===== config.mk =====
export PLATFORM = sky130hd
export DESIGN_NAME = instr_sequencer
export DESIGN_NICKNAME = d
export VERILOG_FILES = /design/src/rtl/instr_sequencer.sv
export SDC_FILE = /design/constraint.sdc
export NUM_CORES = 1
export LEC_CHECK = 0
export BUFFER_PORTS_ARGS = -buffer_cell sky130_fd_sc_hd__buf_2
export CORE_MARGIN = 2
export CORE_UTILIZATION = 56
export CTS_BUF_LIST = sky130_fd_sc_hd__clkbuf_8 sky130_fd_sc_hd__clkbuf_16
export CTS_CLUSTER_SIZE = 14
export DETAILED_ROUTE_END_ITERATION = 6
export MAX_ROUTING_LAYER = met4
export PLACE_DENSITY = 0.81
export SYNTH_ARGS = -nofsm -noshare
export SYNTH_HDL_FRONTEND = slang
export SYNTH_SLANG_ARGS = --single-unit

===== constraint.sdc =====
create_clock -name clk -period 3.83 [get_ports clk]
set_input_delay 0.1915 -clock clk [delete_from_list [all_inputs] [get_ports clk]]
set_output_delay 0.1915 -clock clk [all_outputs]
set_load 0.03 [all_outputs]

===== src/rtl/instr_sequencer.sv =====
// Instruction sequencer: fetches {opcode, rpt} words from program memory and
// issues each opcode rpt+1 times, inserting multiply wait cycles and flagging reserved opcodes.
module instr_sequencer #(
    parameter int OP_WIDTH   = 4,
    parameter int ADDR_WIDTH = 8,
    parameter int MUL_LAT    = 3
) (
    input  logic                  clk,
    input  logic                  rst_n,
    input  logic                  start,
    input  logic [ADDR_WIDTH-1:0] prog_len,
    output logic [ADDR_WIDTH-1:0] imem_addr,
    input  logic [OP_WIDTH+3:0]   imem_data,
    output logic [OP_WIDTH-1:0]   opcode_out,
    output logic                  issue,
    output logic                  busy,
    output logic                  done,
    output logic                  illegal_op
);

    typedef enum logic [2:0] {IDLE, FETCH, ISSUE, WAIT, DONE} state_t;

    localparam logic [OP_WIDTH-1:0] OP_MUL  = OP_WIDTH'(2);
    localparam logic [OP_WIDTH-1:0] OP_LAST = OP_WIDTH'(8);
    localparam logic [OP_WIDTH-1:0] OP_NOP  = '1;

    state_t                r_state, w_next;
    logic [ADDR_WIDTH-1:0] r_pc, r_len;
    logic [OP_WIDTH-1:0]   r_op;
    logic [3:0]            r_cnt;
    logic [3:0]            r_wait;
    logic                  r_last, r_first, r_illegal;

    logic [OP_WIDTH-1:0]   w_op;
    logic [3:0]            w_remain;
    logic                  w_is_mul, w_reserved, w_legal, w_end_pc;

    // First ISSUE cycle takes the word straight from memory; repeats use the captured copy.
    assign w_op       = r_first ? imem_data[OP_WIDTH+3:4] : r_op;
    assign w_remain   = r_first ? imem_data[3:0] : r_cnt;
    assign w_is_mul   = (w_op == OP_MUL) && (MUL_LAT > 1);
    assign w_legal    = (w_op <= OP_LAST);
    assign w_reserved = !w_legal && (w_op != OP_NOP);
    assign w_end_pc   = (r_pc == r_len - ADDR_WIDTH'(1));

    always_comb begin
        w_next = r_state;
        case (r_state)
            IDLE:  if (start) w_next = (prog_len == '0) ? DONE : FETCH;
            FETCH: w_next = ISSUE;
            ISSUE: begin
                if (w_is_mul)            w_next = WAIT;
                else if (w_remain != '0) w_next = ISSUE;
                else                     w_next = w_end_pc ? DONE : FETCH;
            end
            WAIT: begin
                if (r_wait == '0) begin
                    if (!r_last) w_next = ISSUE;
                    else         w_next = w_end_pc ? DONE : FETCH;
                end
            end
            DONE:    w_next = IDLE;
            default: w_next = IDLE;
        endcase
    end

    always_ff @(posedge clk) begin
        if (!rst_n) begin
            r_state   <= IDLE;
            r_pc      <= '0;
            r_len     <= '0;
            r_op      <= OP_NOP;
            r_cnt     <= '0;
            r_wait    <= '0;
            r_last    <= 1'b0;
            r_first   <= 1'b0;
            r_illegal <= 1'b0;
        end else begin
            r_state <= w_next;
            case (r_state)
                IDLE: begin
                    if (start) begin
                        r_len     <= prog_len;
                        r_pc      <= '0;
                        r_illegal <= 1'b0;
                    end
                end
                FETCH: r_first <= 1'b1;
                ISSUE: begin
                    r_first <= 1'b0;
                    r_op    <= w_op;
                    r_cnt   <= w_remain - 4'd1;
                    r_last  <= (w_remain == '0);
                    r_wait  <= 4'(MUL_LAT - 2);
                    if (w_reserved) r_illegal <= 1'b1;
                end
                WAIT:    r_wait <= r_wait - 4'd1;
                default: ;
            endcase
            if ((r_state == ISSUE || r_state == WAIT) && w_next == FETCH)
                r_pc <= r_pc + ADDR_WIDTH'(1);
        end
    end

    assign imem_addr  = r_pc;
    assign issue      = (r_state == ISSUE) && w_legal;
    assign opcode_out = issue ? w_op : OP_NOP;
    assign busy       = (r_state != IDLE);
    assign done       = (r_state == DONE);
    assign illegal_op = r_illegal || ((r_state == ISSUE) && w_reserved);

endmodule

* After elaboration in Yosys (flattened, before gate mapping)
Cells that the tools add are included.
** Storage, ports and cells
- Bits in registers :: 34
- Input bits :: 19
- Output and inout bits :: 16
- Logic and storage cells :: 64
** Operators by class
- $add $sub $neg :: 4
- Magnitude comparators :: 1
- Equality and inequality tests :: 10
- Muxes and demuxes :: 19
- Reductions and logical operators :: 21
** Operators with widths (number)
- 2-to-1 mux 8 bit :: 3
- 2-to-1 mux 3 bit :: 7
- 2-to-1 mux 4 bit :: 3
- case mux 3 bit (4 select lines) :: 1
- nonzero test 2 bit :: 5
- adder 8 x 1 -> 8 bit, second input constant :: 1
- == test 8 bit :: 1
- logical NOT 4 bit :: 2
- logical NOT 8 bit :: 1
- case mux 4 bit (2 select lines) :: 1
- subtractor 4 x 1 -> 4 bit, second input constant :: 2
- subtractor 8 x 1 -> 8 bit, second input constant :: 1
- == test 3 x 1 -> 1 bit, second input constant :: 2
- == test 3 x 2 -> 1 bit, second input constant :: 2
- == test 4 x 2 -> 1 bit, second input constant :: 1
- less-or-equal comparator 4 bit, second input constant :: 1
- logical AND 1 bit :: 4
- inequality test 2 bit, second input constant :: 2
- inequality test 4 bit, second input constant :: 1
- case mux 1 bit (2 select lines) :: 2
- AND reduction 2 bit :: 2
- nonzero test 4 bit :: 1
- == test 3 bit, second input constant :: 1
- logical NOT 3 bit :: 1
- 5 further kinds :: 7

* Logic depth before layout (Yosys ltp)
- Word-level depth :: 10
- Mapped depth :: 11
- Gate-level depth less buffers :: 8

* Least setup slack after synthesis
OpenSTA, ideal clock, no wires.
- Path kind :: reg-to-output
- Start point :: reg r_state[1]
- End point :: out opcode_out[1]
- Arrival time :: 2.522 ns
- Data required time :: 3.638 ns
- Setup slack :: 1.117 ns
- Stages on the path, launching flop included :: 7
- Path buffers :: 2
- Path through :: dfxtp_1 > clkbuf_1 > nor2b_1 > clkbuf_1 > nand2_1 > nor3_1 > nand3_1
** On the way
- Longest elaborated chain between the ends :: 3
** RTL lines
- start: declaration :: RTL line 27 : state_t r_state, w_next;
- start signal: assignment :: RTL line 79 : r_state <= w_next;
- == test 3 x 2 -> 1 bit :: RTL line 106 : assign issue = (r_state == ISSUE) && w_legal;
- logical AND 1 bit :: RTL line 106
- via issue :: RTL line 15 : output logic issue,
- 2-to-1 mux 4 bit :: RTL line 107 : assign opcode_out = issue ? w_op : OP_NOP;
- end: declaration :: RTL line 14 : output logic [OP_WIDTH-1:0] opcode_out,
The timed path passes the listed nets, and every way through them passes these cells.

* Final worst setup path
- Start point :: reg r_first
- End point :: reg r_pc[7], in the netlist imem_addr[7]
** On the way
- Longest elaborated chain between the ends :: 9
- Elaborated cells between the ends (all ways) :: 13
- Classes of those cells :: 2 x eq/ne; 6 x mux; 5 x reduce/logical
** RTL lines
- start: declaration :: RTL line 32 : logic r_last, r_first, r_illegal;
- start signal: assignment :: RTL line 76 : r_first <= 1'b0;
- start signal: assignment :: RTL line 88 : FETCH: r_first <= 1'b1;
- start signal: assignment :: RTL line 90 : r_first <= 1'b0;
- 2-to-1 mux 4 bit :: RTL line 40 : assign w_remain = r_first ? imem_data[3:0] : r_cnt;
- nonzero test 4 bit :: RTL line 53 : else if (w_remain != '0) w_next = ISSUE;
- 2-to-1 mux 3 bit :: RTL line 53
- 2-to-1 mux 3 bit (*) :: RTL line 52 : if (w_is_mul) w_next = WAIT;
- case mux 3 bit (4 select lines) (*) :: RTL line 48 : case (r_state)
- == test 3 x 1 -> 1 bit (*) :: RTL line 100 : if ((r_state == ISSUE || r_state == WAIT) && w_next == FETCH)
- logical AND 1 bit (*) :: RTL line 100
- nonzero test 2 bit (no line)
- AND reduction 2 bit (no line)
- end signal: assignment :: RTL line 101 : r_pc <= r_pc + ADDR_WIDTH'(1);
- end: declaration :: RTL line 28 : logic [ADDR_WIDTH-1:0] r_pc, r_len;
Every way passes the cells marked *; elsewhere a longest branch is shown, timed or not.
A chain may end at the register's enable or synchronous reset.

==> impl_metrics.csv <==
group,metric,value,unit
routing,drt_iter0_markers,179,
synthesis,synth_fp_nets,297,
timing,setup_viol,0,
floorplanning,die-width,64.7,µm
routing,dr.pass1.iters,4,
timing,skew,0.00434,ns
synthesis,synth_edf_count,0,
synthesis,synth_ff_type,"dfxtp_1",
finish,syn2layout_area_growth,13.6,%
routing,postRouteAntennaNets,0,
floorplanning,die_area,0.00418,mm²
clocking,cts.repair.resized,0,
routing,wl_met2,2350,µm
setup_path,reg2reg_depth,7,
setup_path,rr_startpoint,"r_first",
timing,rsz0062_at_grt,"no",
setup_path,critPathRequiredTime,4.05,ns
outcome,status,"finished, final reports clean",
job,maxCapViolCount,0,
place,placedCellCount,341,
grt,grt_first_pass_wirelength,8590,µm
synthesis,yosys.cell_count.top_type,"nand2_1",
min_path,min_path_type,"in -> reg",
synthesis,async_reset_ff_share,0,%
synthesis,synth_cells,274,
clocking,clk_latency,0.28,ns
place,dp_slack,1.00,ns
timing,worst_slew_pin_slew,0.775,ns
clocking,cts.path.max_buffers,2,
synthesis,seq_area_frac_synth,33.0,%
min_path,hold_path_end,"r_len[0]",
finish,final_net_count,323,
routing,post-route-drc-count,0,
routing,viasPerCell,5.92,
clocking,cts_tree,"done",
routing,met3_wirelength,217,µm
routing,via_count,2066,
clocking,cts_setup_buffers,0,
synthesis,ys_ff_latch,34,
clocking,cts_buffers,5,
synthesis,synth_top_area_share,33.0,%
synthesis,synth_area,0.00206,mm²
synthesis,avgSynthCellArea,7.52,µm²
finish,final_cells,349,
min_path,hp-start,"prog_len[0]",
power,power_density,415,mW/mm²
timing,fin_setup_tns,0,ns
routing,routed_wl,4790,µm
grt,grt_max_degree,21,
routing,top_layer,"met4",
timing,final-hold-violation-count,0,
clocking,cts_hold_buf,0,
setup_path,critPathArrivalTime,3.09,ns
finish,antennaDiodeCount,0,
setup_path,critPathMaxFanout,11,
setup_path,crit_path_end_kind,"flip-flop",
synthesis,synth.top_cells.by_area,"dfxtp_1, nand2_1, a21oi_1, nand3_1, xnor2_1",
timing,max_slew_margin,47.9,%
clocking,cts_sinks,34,
synthesis,synth.distinct_cells,46,
clocking,root_buffer,"clkbuf_8",
synthesis,yosys.area.top_type,"dfxtp_1",
timing,timing.hold.ws,0.156,ns
timing,report.final.slew_viol_count,0,
setup_path,cp-start-kind,"flip-flop",
place,io_buffers,34,
timing,fin_crit_sh,75.0,%
routing,wl_met1,2150,µm
setup_path,crit_type,"reg -> reg",
clocking,path_clk_slew,0.07,ns
grt,antenna_found_initial,0,
floorplanning,initial_core_util,57.1,%
min_path,hold_depth,3,
floorplanning,coreArea,0.00361,mm²
floorplanning,die_h,64.7,µm
floorplanning,ios,35,
floorplanning,rows,22,
grt,grt_pass1_vias,1937,
setup_path,worstReg2RegEnd,"imem_addr[7]",
place,place_congestion,0.834,
routing,post_drt_wl_per_cell,13.7,µm
timing,setup_slack,0.957,ns
power,vdd_drop_max,0.251,mV
timing,timing.fmax,348,MHz
synthesis,synth_commonest_cells,"nand2_1, dfxtp_1, a21oi_1",
finish,drive_above_1_share,16.3,%
clocking,ctsHtreeMaxLevel,2,
grt,overflow,0,
power,leakagePower,0.000910,µW
finish,utilization,64.9,%
place,hpwl,3440,µm
timing,min_period,2.87,ns
grt,track_usage,26.7,%
setup_path,r2r_slack,0.96,ns
synthesis,yosys_warnings,0,
==> logic make-up (layout without fill, tap and decap cells) <==
family | after synthesis | after routing | share of synthesized area [%]
AND/OR/NAND/NOR | 131 | 131 | 32.1
multiplexers | 7 | 7 | 3.40
buffers and inverters | 26 | 53 | 5.28
AO/OA/AOI/OAI | 60 | 60 | 18.6
adder cells (fa/ha/maj) | 4 | 4 | 2.43
flip-flops | 34 | 34 | 33.0
XOR/XNOR | 12 | 12 | 5.10
==> layout make-up <==
class	instances	area (µm²)
flip-flops and latches	34	681
repair buffers	36	185
fillers	344	1260
clock buffers	8	110
multi-input cells	214	1270
inverters	9	33.8
well taps	48	60.1
==> through the flow <==
step                power, µW  area, µm²
floorplan                 610       2060
global placement          660       2230
detailed placement        668       2230
CTS                       977       2340
global route             1040       2340
finish                    973       2340
==> power breakdown <==
| group | switching [µW] | internal, µW |
|---|---|---|
| sequential | 34.0 | 377 |
| combinational | 144 | 108 |
| clock | 128 | 182 |
| total | 306 | 666 |
==> worst max-delay path: stages, from the launching register on <==
cell	delay, ns
dfxtp_1	0.55
mux2i_1	0.39
ha_1	0.26
o21ai_1	0.16
o41ai_4	0.49
nand2_1	0.28
or4_1	0.52
a21oi_1	0.15
==> flip-flops by register name, indices dropped and copies added (netlist names) <==
| register | count |
|---|---|
| r_last | 1 |
| r_op | 4 |
| r_state | 3 |
| imem_addr | 8 |
| r_cnt | 4 |
| r_first | 1 |
| r_illegal | 1 |
| r_len | 8 |
| r_wait | 4 |
==> worst max-delay path by stage <==
stage / from / end / slack, ns / cells past startpoint
after floorplan: r_state[1] / opcode_out[1] / 1.12 / 6
after global placement: r_first / imem_addr[7] / 1.15 / 7
after detailed placement: r_first / imem_addr[7] / 1.00 / 7
after CTS: r_first / imem_addr[7] / 0.98 / 7
after global routing: r_first / imem_addr[7] / 0.71 / 7
final: r_first / imem_addr[7] / 0.96 / 7
==> per-layer routing <==
metal  GRT usage (%)  up-vias
met5               -        -
met4            8.51        0
met3            5.03        8
met2            46.0       55
met1            31.6      972
li1                -     1031
==> layout by cell type, fill, tap and decap left out, types with 4 or more instances in the layout <==
cell type	count
o31ai_1	5
buf_2	34
xnor2_1	9
nor3_1	11
dfxtp_1	34
nand3_1	19
or4_1	4
o21ai_0	9
inv_1	9
mux2i_1	7
a21oi_1	25
nor2_1	12
nor4_1	6
nand2_1	47
or3_1	5
nand2b_1	5
clkbuf_8	8
ha_1	4
Power figures use the tool's default switching activity.
